--- src/rtl/eq_coeff_pkg.sv ---
// Shared types and constants for the equalizer coefficient write path.
// The input register bank takes its default word width and set size from here as well.
package eq_coeff_pkg;

    localparam int DEFAULT_COEF_W    = 16;
    localparam int DEFAULT_NUM_COEFS = 64;

    typedef enum logic [1:0] {
        IDLE,
        LOAD,
        COMMIT,
        WAIT_ACK
    } state_t;

    localparam logic [1:0] ERR_NONE        = 2'd0;
    localparam logic [1:0] ERR_EARLY_LAST  = 2'd1;
    localparam logic [1:0] ERR_NO_LAST     = 2'd2;
    localparam logic [1:0] ERR_ACK_TIMEOUT = 2'd3;

endpackage

--- src/rtl/coeff_write_sequencer.sv ---
// Streams one coefficient set into sequential register-bank addresses.
// Holds write_done until the filter core acknowledges that it has adopted the set.
module coeff_write_sequencer
    import eq_coeff_pkg::*;
#(
    parameter int COEF_W      = DEFAULT_COEF_W,
    parameter int NUM_COEFS   = DEFAULT_NUM_COEFS,
    parameter int ADDR_W      = 6,
    parameter int ACK_TIMEOUT = 1024
) (
    input  logic              clk,
    input  logic              rst,
    input  logic              clk_enable,
    input  logic              s_valid,
    output logic              s_ready,
    input  logic [COEF_W-1:0] s_data,
    input  logic              s_last,
    output logic              o_write_enable,
    output logic [ADDR_W-1:0] o_write_address,
    output logic [COEF_W-1:0] o_coeff,
    output logic              o_write_done,
    input  logic              i_coeffs_en,
    output logic              o_busy,
    output logic              o_err,
    output logic [1:0]        o_err_code
);

    localparam int CNT_W = ADDR_W + 1;
    localparam int TMR_W = (ACK_TIMEOUT > 1) ? $clog2(ACK_TIMEOUT) : 1;
    localparam bit TIMEOUT_EN = (ACK_TIMEOUT != 0);
    localparam logic [CNT_W-1:0] LAST_IDX = CNT_W'(NUM_COEFS - 1);
    localparam logic [TMR_W-1:0] TMR_LAST = TMR_W'(ACK_TIMEOUT - 1);

    state_t           state;
    logic [CNT_W-1:0] count;
    logic [TMR_W-1:0] timer;
    logic             we_q;
    logic             err_q;
    logic             accept;

    assign s_ready = clk_enable & ((state == IDLE) | (state == LOAD));
    assign accept  = s_valid & s_ready;
    assign o_busy  = (state != IDLE);

    // Strobes are held across disabled cycles and masked, so every write lands in an enabled cycle.
    assign o_write_enable = we_q & clk_enable;
    assign o_err          = err_q & clk_enable;

    // NOTE: all state is written with <= so every branch reads pre-edge values, like the flops do.
    always_ff @(posedge clk or posedge rst) begin
        if (rst) begin
            state           <= IDLE;
            count           <= '0;
            timer           <= '0;
            we_q            <= 1'b0;
            err_q           <= 1'b0;
            o_write_address <= '0;
            o_coeff         <= '0;
            o_write_done    <= 1'b0;
            o_err_code      <= ERR_NONE;
        end else if (clk_enable) begin
            we_q  <= accept;
            err_q <= 1'b0;
            if (accept) begin
                o_write_address <= count[ADDR_W-1:0];
                o_coeff         <= s_data;
            end

            case (state)
                IDLE: begin
                    if (accept) begin
                        if (s_last) begin
                            err_q      <= 1'b1;
                            o_err_code <= ERR_EARLY_LAST;
                        end else begin
                            count <= CNT_W'(1);
                            state <= LOAD;
                        end
                    end
                end

                LOAD: begin
                    if (accept) begin
                        if (count == LAST_IDX) begin
                            count <= '0;
                            if (s_last) begin
                                state <= COMMIT;
                            end else begin
                                err_q      <= 1'b1;
                                o_err_code <= ERR_NO_LAST;
                                state      <= IDLE;
                            end
                        end else if (s_last) begin
                            err_q      <= 1'b1;
                            o_err_code <= ERR_EARLY_LAST;
                            count      <= '0;
                            state      <= IDLE;
                        end else begin
                            count <= count + CNT_W'(1);
                        end
                    end
                end

                // One spare cycle so the final word is in the bank before write_done rises.
                COMMIT: begin
                    timer        <= '0;
                    o_write_done <= 1'b1;
                    state        <= WAIT_ACK;
                end

                WAIT_ACK: begin
                    if (i_coeffs_en) begin
                        timer        <= '0;
                        o_write_done <= 1'b0;
                        state        <= IDLE;
                    end else if (TIMEOUT_EN && (timer == TMR_LAST)) begin
                        timer        <= '0;
                        o_write_done <= 1'b0;
                        err_q        <= 1'b1;
                        o_err_code   <= ERR_ACK_TIMEOUT;
                        state        <= IDLE;
                    end else begin
                        timer <= timer + TMR_W'(1);
                    end
                end

                default: state <= IDLE;
            endcase
        end
    end

endmodule

--- config.mk ---
export PLATFORM = sky130hd
export DESIGN_NAME = coeff_write_sequencer
export DESIGN_NICKNAME = d
export VERILOG_FILES = /design/src/rtl/eq_coeff_pkg.sv /design/src/rtl/coeff_write_sequencer.sv
export SDC_FILE = /design/constraint.sdc
export NUM_CORES = 1
export LEC_CHECK = 0
export CAP_MARGIN = 20
export CORE_MARGIN = 2
export CORE_UTILIZATION = 53
export DETAILED_ROUTE_END_ITERATION = 10
export PLACE_DENSITY = 0.84
export SLEW_MARGIN = 15
export SYNTH_ARGS = -nofsm -noshare
export SYNTH_HDL_FRONTEND = slang
export SYNTH_SLANG_ARGS = --single-unit
--- constraint.sdc ---
create_clock -name clk -period 2.8 [get_ports clk]
set_input_delay 0.28 -clock clk [delete_from_list [all_inputs] [get_ports clk]]
set_output_delay 0.28 -clock clk [all_outputs]
set_load 0.005 [all_outputs]
== Yosys cells after proc, flatten, opt, wreduce, memory -nomap -nowiden ==
Index checks and enable logic that the tools add are counted.
Word-level totals
  bits in registers: 46
  bits in latches: 0
  RAM bits: 0
  bits in read-only memories: 0
  bits of input ports: 22
  output and inout port bits: 29
  logic and storage cells: 77
  memories kept: 0
Operators by class
  $add $sub $neg: 2
  $mul: 0
  div/mod/pow operators: 0
  magnitude comparators: 0
  equal/unequal tests: 13
  shift operators: 0
  muxes and demuxes: 37
  bitwise operators: 5
  reduce and logical (&&, ||, !) cells: 11
Operators by type and width (count)
  $mux 7: 5
  $mux 2: 15
  $mux 10: 2
  $pmux 10 s2: 1
  $pmux 7 s2: 1
  $add 10x1->10 const B: 1
  $eq 10x10->1 const B: 1
  $ne 2x2->1 const B: 5
  $mux 1: 9
  $pmux 2 s4: 1
  $add 7x1->7 const B: 1
  $eq 7x6->1 const B: 1
  $reduce_and 7->1: 1
  $ne 3x3->1 const B: 2
  $pmux 2 s3: 1
  $reduce_and 6->1: 1
  $reduce_bool 2->1: 3
  $reduce_and 5->1: 1
  $and 1x1->1: 4
  $eq 2x2->1 const B: 2
  $reduce_and 2->1: 2
  $ne 3x2->1 const B: 1
  $pmux 1 s3: 1
  $reduce_and 3->1: 1
  5 further kinds: 5

== Depth between registers and ports, before layout ==
  depth in word-level cells: 6
  depth in mapped cells: 8
  depth with buffers taken out: 8

== Least setup slack after synthesis ==
OpenSTA, ideal clock, no wires.
  path type: register to register
  start point: register count[0]
  end point: register err_q
  library setup time: 0.119 ns
  data arrival time: 1.703 ns
  required time: 2.681 ns
  path slack: 0.979 ns
  stages on the path, launching flop included: 9
  path buffers: 0
  period minus slack after synthesis: 1.821 ns
  path through: dfrtp_1 ha_1 nand3_1 or3_1 inv_1 ha_1 mux2i_1 o221ai_1 o21a_1
On the way
  cells in the longest elaborated chain, start to end: 4
Ends and longest elaborated chain
  start, declared: line coeff_write_sequencer.sv:35  | logic [CNT_W-1:0] count;
  start signal, assigned: line coeff_write_sequencer.sv:99  | count <= count + CNT_W'(1);
  $eq 7x6->1: line coeff_write_sequencer.sv:84  | if (count == LAST_IDX) begin
  $mux 1: line coeff_write_sequencer.sv:84
  $mux 1: line coeff_write_sequencer.sv:83  | if (accept) begin
  $pmux 1 s3: line coeff_write_sequencer.sv:69  | case (state)
  end signal, assigned: line coeff_write_sequencer.sv:73  | err_q <= 1'b1;
  end signal, assigned: line coeff_write_sequencer.sv:89  | err_q <= 1'b1;
  end signal, assigned: line coeff_write_sequencer.sv:94  | err_q <= 1'b1;
  end, declared: line coeff_write_sequencer.sv:38  | logic err_q;
No other way between the ends.
A chain may end at the register's enable or synchronous reset.

==> impl_results.md <==
* Final hold violation count at 0
* Hold/Removal Path Class: input pin to async pin
* Internal Dissipation at 1220 uW
* Avg Cell Area, Syn at 9.24 um2
* Count of hold-fix buffers inserted at cts at 0
* Startpoint class of the critical path: register
* Footprint of the multi-input gates at 958 um2
* DRC violation count after routing at 0
* Latest clock arrival within the worst-skew pair at 310 ps
* Number of enable-type register cells in the synthesized netlist at 0
* Total Die Area at 4610 um2
* Transition time at the pin with the least slew margin at 910 ps
* Post-route antenna net violation count at 0
* Post-Synthesis Cells at 234
* # setup viols final at 0
* Die extent in x at 67.9 um
* Category of the worst setup path capture point: register
* Sw frac at 27.5%
* Number of library cell types mapped by synthesis at 43
* Number of antenna cells inserted at 0
* Port Buffers at 50
* Seq/Total Area, Yosys at 53.2%
* Internal reg-to-reg setup slack at 680 ps
* Vias per Instance at 5.33
* Ys flop type: dfrtp_1
* Pins over their slew limit at 0
* Overall track demand over capacity in global routing at 22.6%
* Total routed wirelength at 4620 um
* Initial antenna violation count at 0
* Ordered list of cells on the worst path: nand3b_1, nor2_1, a21boi_1, nor2_1
* Post-placement cell area at 2730 um2
* Sequential cell area at 1150 um2
* Setup repair after global routing missed its margin: false
* Peak fanout along the critical path at 15
* Type of the worst setup path: register to register
* Slowest cell on the critical path: nand3b_1
* Headroom to the max-slew limit at 39.3%
* Max Root-Sink Buffers at 2
* Router iterations before antenna repair at 4
* Global placement routability congestion at 0.927
* Post-CTS clock slew at the launch and capture registers of the worst setup and hold paths at 90 ps
* Post-DP HPWL at 3230 um
* Grt ovf at 0
* Total CTS buffers at 5
* Share of layout cells above drive strength 1 at 6.94%
* Effective utilization at floorplan at 54.4%
* Synthesis-to-layout area growth at 31.7%
* Crit path top cell by count: nor2_1
* Total of flip-flops plus latches after synthesis at 46
* TritonCTS clock tree: built
* Power share of the clock group at 30.4%
* Vias in the first global route at 1681
* Number of DRC markers after the initial detailed-route iteration at 139
* Power share of the sequential group at 48.9%
* Vias at 1803
* Quantity of gates resized following cts at 0
* Fillers at 298
* Std cell rows at 23
* Maximum achievable frequency at 472 MHz
* Worst hold slack across all endpoints at 478 ps
* Top cell family by delay on the critical path: simple AND/OR/NAND/NOR gates
* Yosys Warn Count at 0
* Tcrit/Tclk final at 75.6%
* Power spent charging and discharging nets at 465 uW
* Largest net degree at the start of global routing at 47
* Core box area at 3970 um2
* Peak VDD IR at 0.000681 V
* Outcome: complete, no violations
* Setup TNS Final at 0 ps
* Average wire per standard cell at 13.7 um
* WP data required at 2980 ps
* Setup Fix Bufs, Post-CTS at 0
* WP data arrival at 2300 ps
* Maximum capacitance violations at 0
* Die Y at 67.9 um
* Clock Sinks at 46
* Fin util at 71.7%
* CTS H-tree lvls at 2
* Fraction of registers with async set or reset after synthesis at 100%
* Buffers & Inverters on Critical Path at 0
* Synthesized area at 2160 um2
* Power share of the combinational group at 20.7%
* Highest cell delay on the worst timing path at 580 ps
* Number of cells on the worst reg-to-reg path at 4
* Terminus of the critical flop-to-flop path: count[3]$_DFFE_PP0P_
* CTS Root Buffer Type: clkbuf_8
* Clk_skew at 7.25 ps
* Clock period minus final worst setup slack at 2120 ps
* Net count after synthesis at 259
* Design area at 2850 um2
* Number of top-level pins at 51
* First-pass GRT wire length at 7720 um
* Number of nets at the end of the flow at 312
* Reported leakage power at 0.00133 uW
* Power per cell area at 593 nW/um2
[cells in the mapped netlist (all sizes together), types with 2 or more instances]
library cell | n | area, um2
a2111oi | 3 | 51.3
o21ai | 8 | 40.0
clkbuf | 6 | 22.5
nand2 | 75 | 282
dfrtp | 46 | 1150
ha | 3 | 37.5
a21o | 2 | 15.0
nand2b | 2 | 12.5
a21oi | 3 | 15.0
buf | 3 | 11.3
xor2 | 6 | 52.6
inv | 5 | 18.8
nand3 | 8 | 45.0
nor2 | 20 | 75.1
a21boi | 2 | 15.0
nand3b | 3 | 22.5
xnor2 | 7 | 61.3
and2 | 3 | 18.8
nor3 | 5 | 25.0
nand4 | 6 | 43.8
[stage by stage]
stage | setup slack [ps] | power [uW] | cells
3_5_place_dp | 621 | 1190 | 330
4_1_cts | 720 | 1700 | 338
3_3_place_gp | 669 | 1180 | 330
5_1_grt | 571 | 1790 | 338
2_1_floorplan | 979 | 988 | 234
6_report | 683 | 1690 | 338
[cells by family (layout without fill, tap and decap cells)]
| kind of cell | after synthesis | in the layout | synth area share (%) |
|---|---|---|---|
| adders and majority gates | 3 | 3 | 1.74 |
| and+or+nand+nor | 132 | 132 | 27.8 |
| buffers and inverters | 14 | 68 | 2.43 |
| xor gates and xnor gates | 13 | 13 | 5.27 |
| DFF | 46 | 46 | 53.2 |
| muxes | 1 | 1 | 0.463 |
| AOI/OAI and AO/OA | 25 | 25 | 9.03 |
[power by group through the flow]
stage	combinational, uW	sequential [uW]	clock [uW]
finish	349	826	513
global route	390	840	564
CTS	353	827	525
detailed placement	350	839	0
global placement	342	834	0
floorplan	175	813	0
[registers in the layout, summed over array words and instances (netlist names), named ones only]
| signal | flops |
|---|---|
| timer | 10 |
| o_write_address | 6 |
| count | 7 |
| o_write_done | 1 |
| we_q | 1 |
| o_err_code | 2 |
| state | 1 |
| err_q | 1 |
| o_coeff | 16 |
[worst max path at each step]
| stage | startpoint | endpoint | slack (ps) | depth (start not counted) |
|---|---|---|---|---|
| global placement | s_valid | count[5]$_DFFE_PP0P_ | 670 | 5 |
| finish | register | count[3]$_DFFE_PP0P_ | 680 | 4 |
| global route | register | count[3]$_DFFE_PP0P_ | 570 | 4 |
| CTS | register | count[3]$_DFFE_PP0P_ | 720 | 4 |
| detailed placement | s_valid | count[3]$_DFFE_PP0P_ | 620 | 5 |
| floorplan | count[0]$_DFFE_PP0P_ | err_q$_DFFE_PP0P_ | 980 | 8 |
[layer usage]
metal  wire [um]  global-route usage [%]  vias up
met4          66                    9.00        0
met2        2250                    34.9       43
met3         180                    4.77        6
met5           0                       0        -
li1            -                       -      889
met1        2130                    31.3      865
[layout make-up]
class	count	area share [%]
Sequential cell	46	40.4
Multi-Input combinational cell	174	33.7
Timing Repair Buffer	55	18.9
Clock buffer	5	2.42
Tap cell	50	2.20
Clock inverter	3	1.71
Inverter	5	0.659
[placed cells by master, fill, tap and decap left out, types with 3 or more instances in the layout]
cell / n
a21oi_1: 3
and2_1: 3
clkdlybuf4s50_1: 50
xnor2_1: 7
inv_1: 4
nor2_1: 20
clkbuf_8: 5
nand3_1: 7
nor3_1: 5
nand3b_1: 3
nand4_1: 5
ha_1: 3
buf_4: 5
dfrtp_1: 46
o21ai_0: 8
xor2_1: 6
nand2_1: 75
[worst reg2reg max path, cell delays in order (launching register included)]
cell,delay (ps)
dfrtp_1,560
nand3b_1,580
nor2_1,320
a21boi_1,420
nor2_1,110
Power figures use the tool's default switching activity.
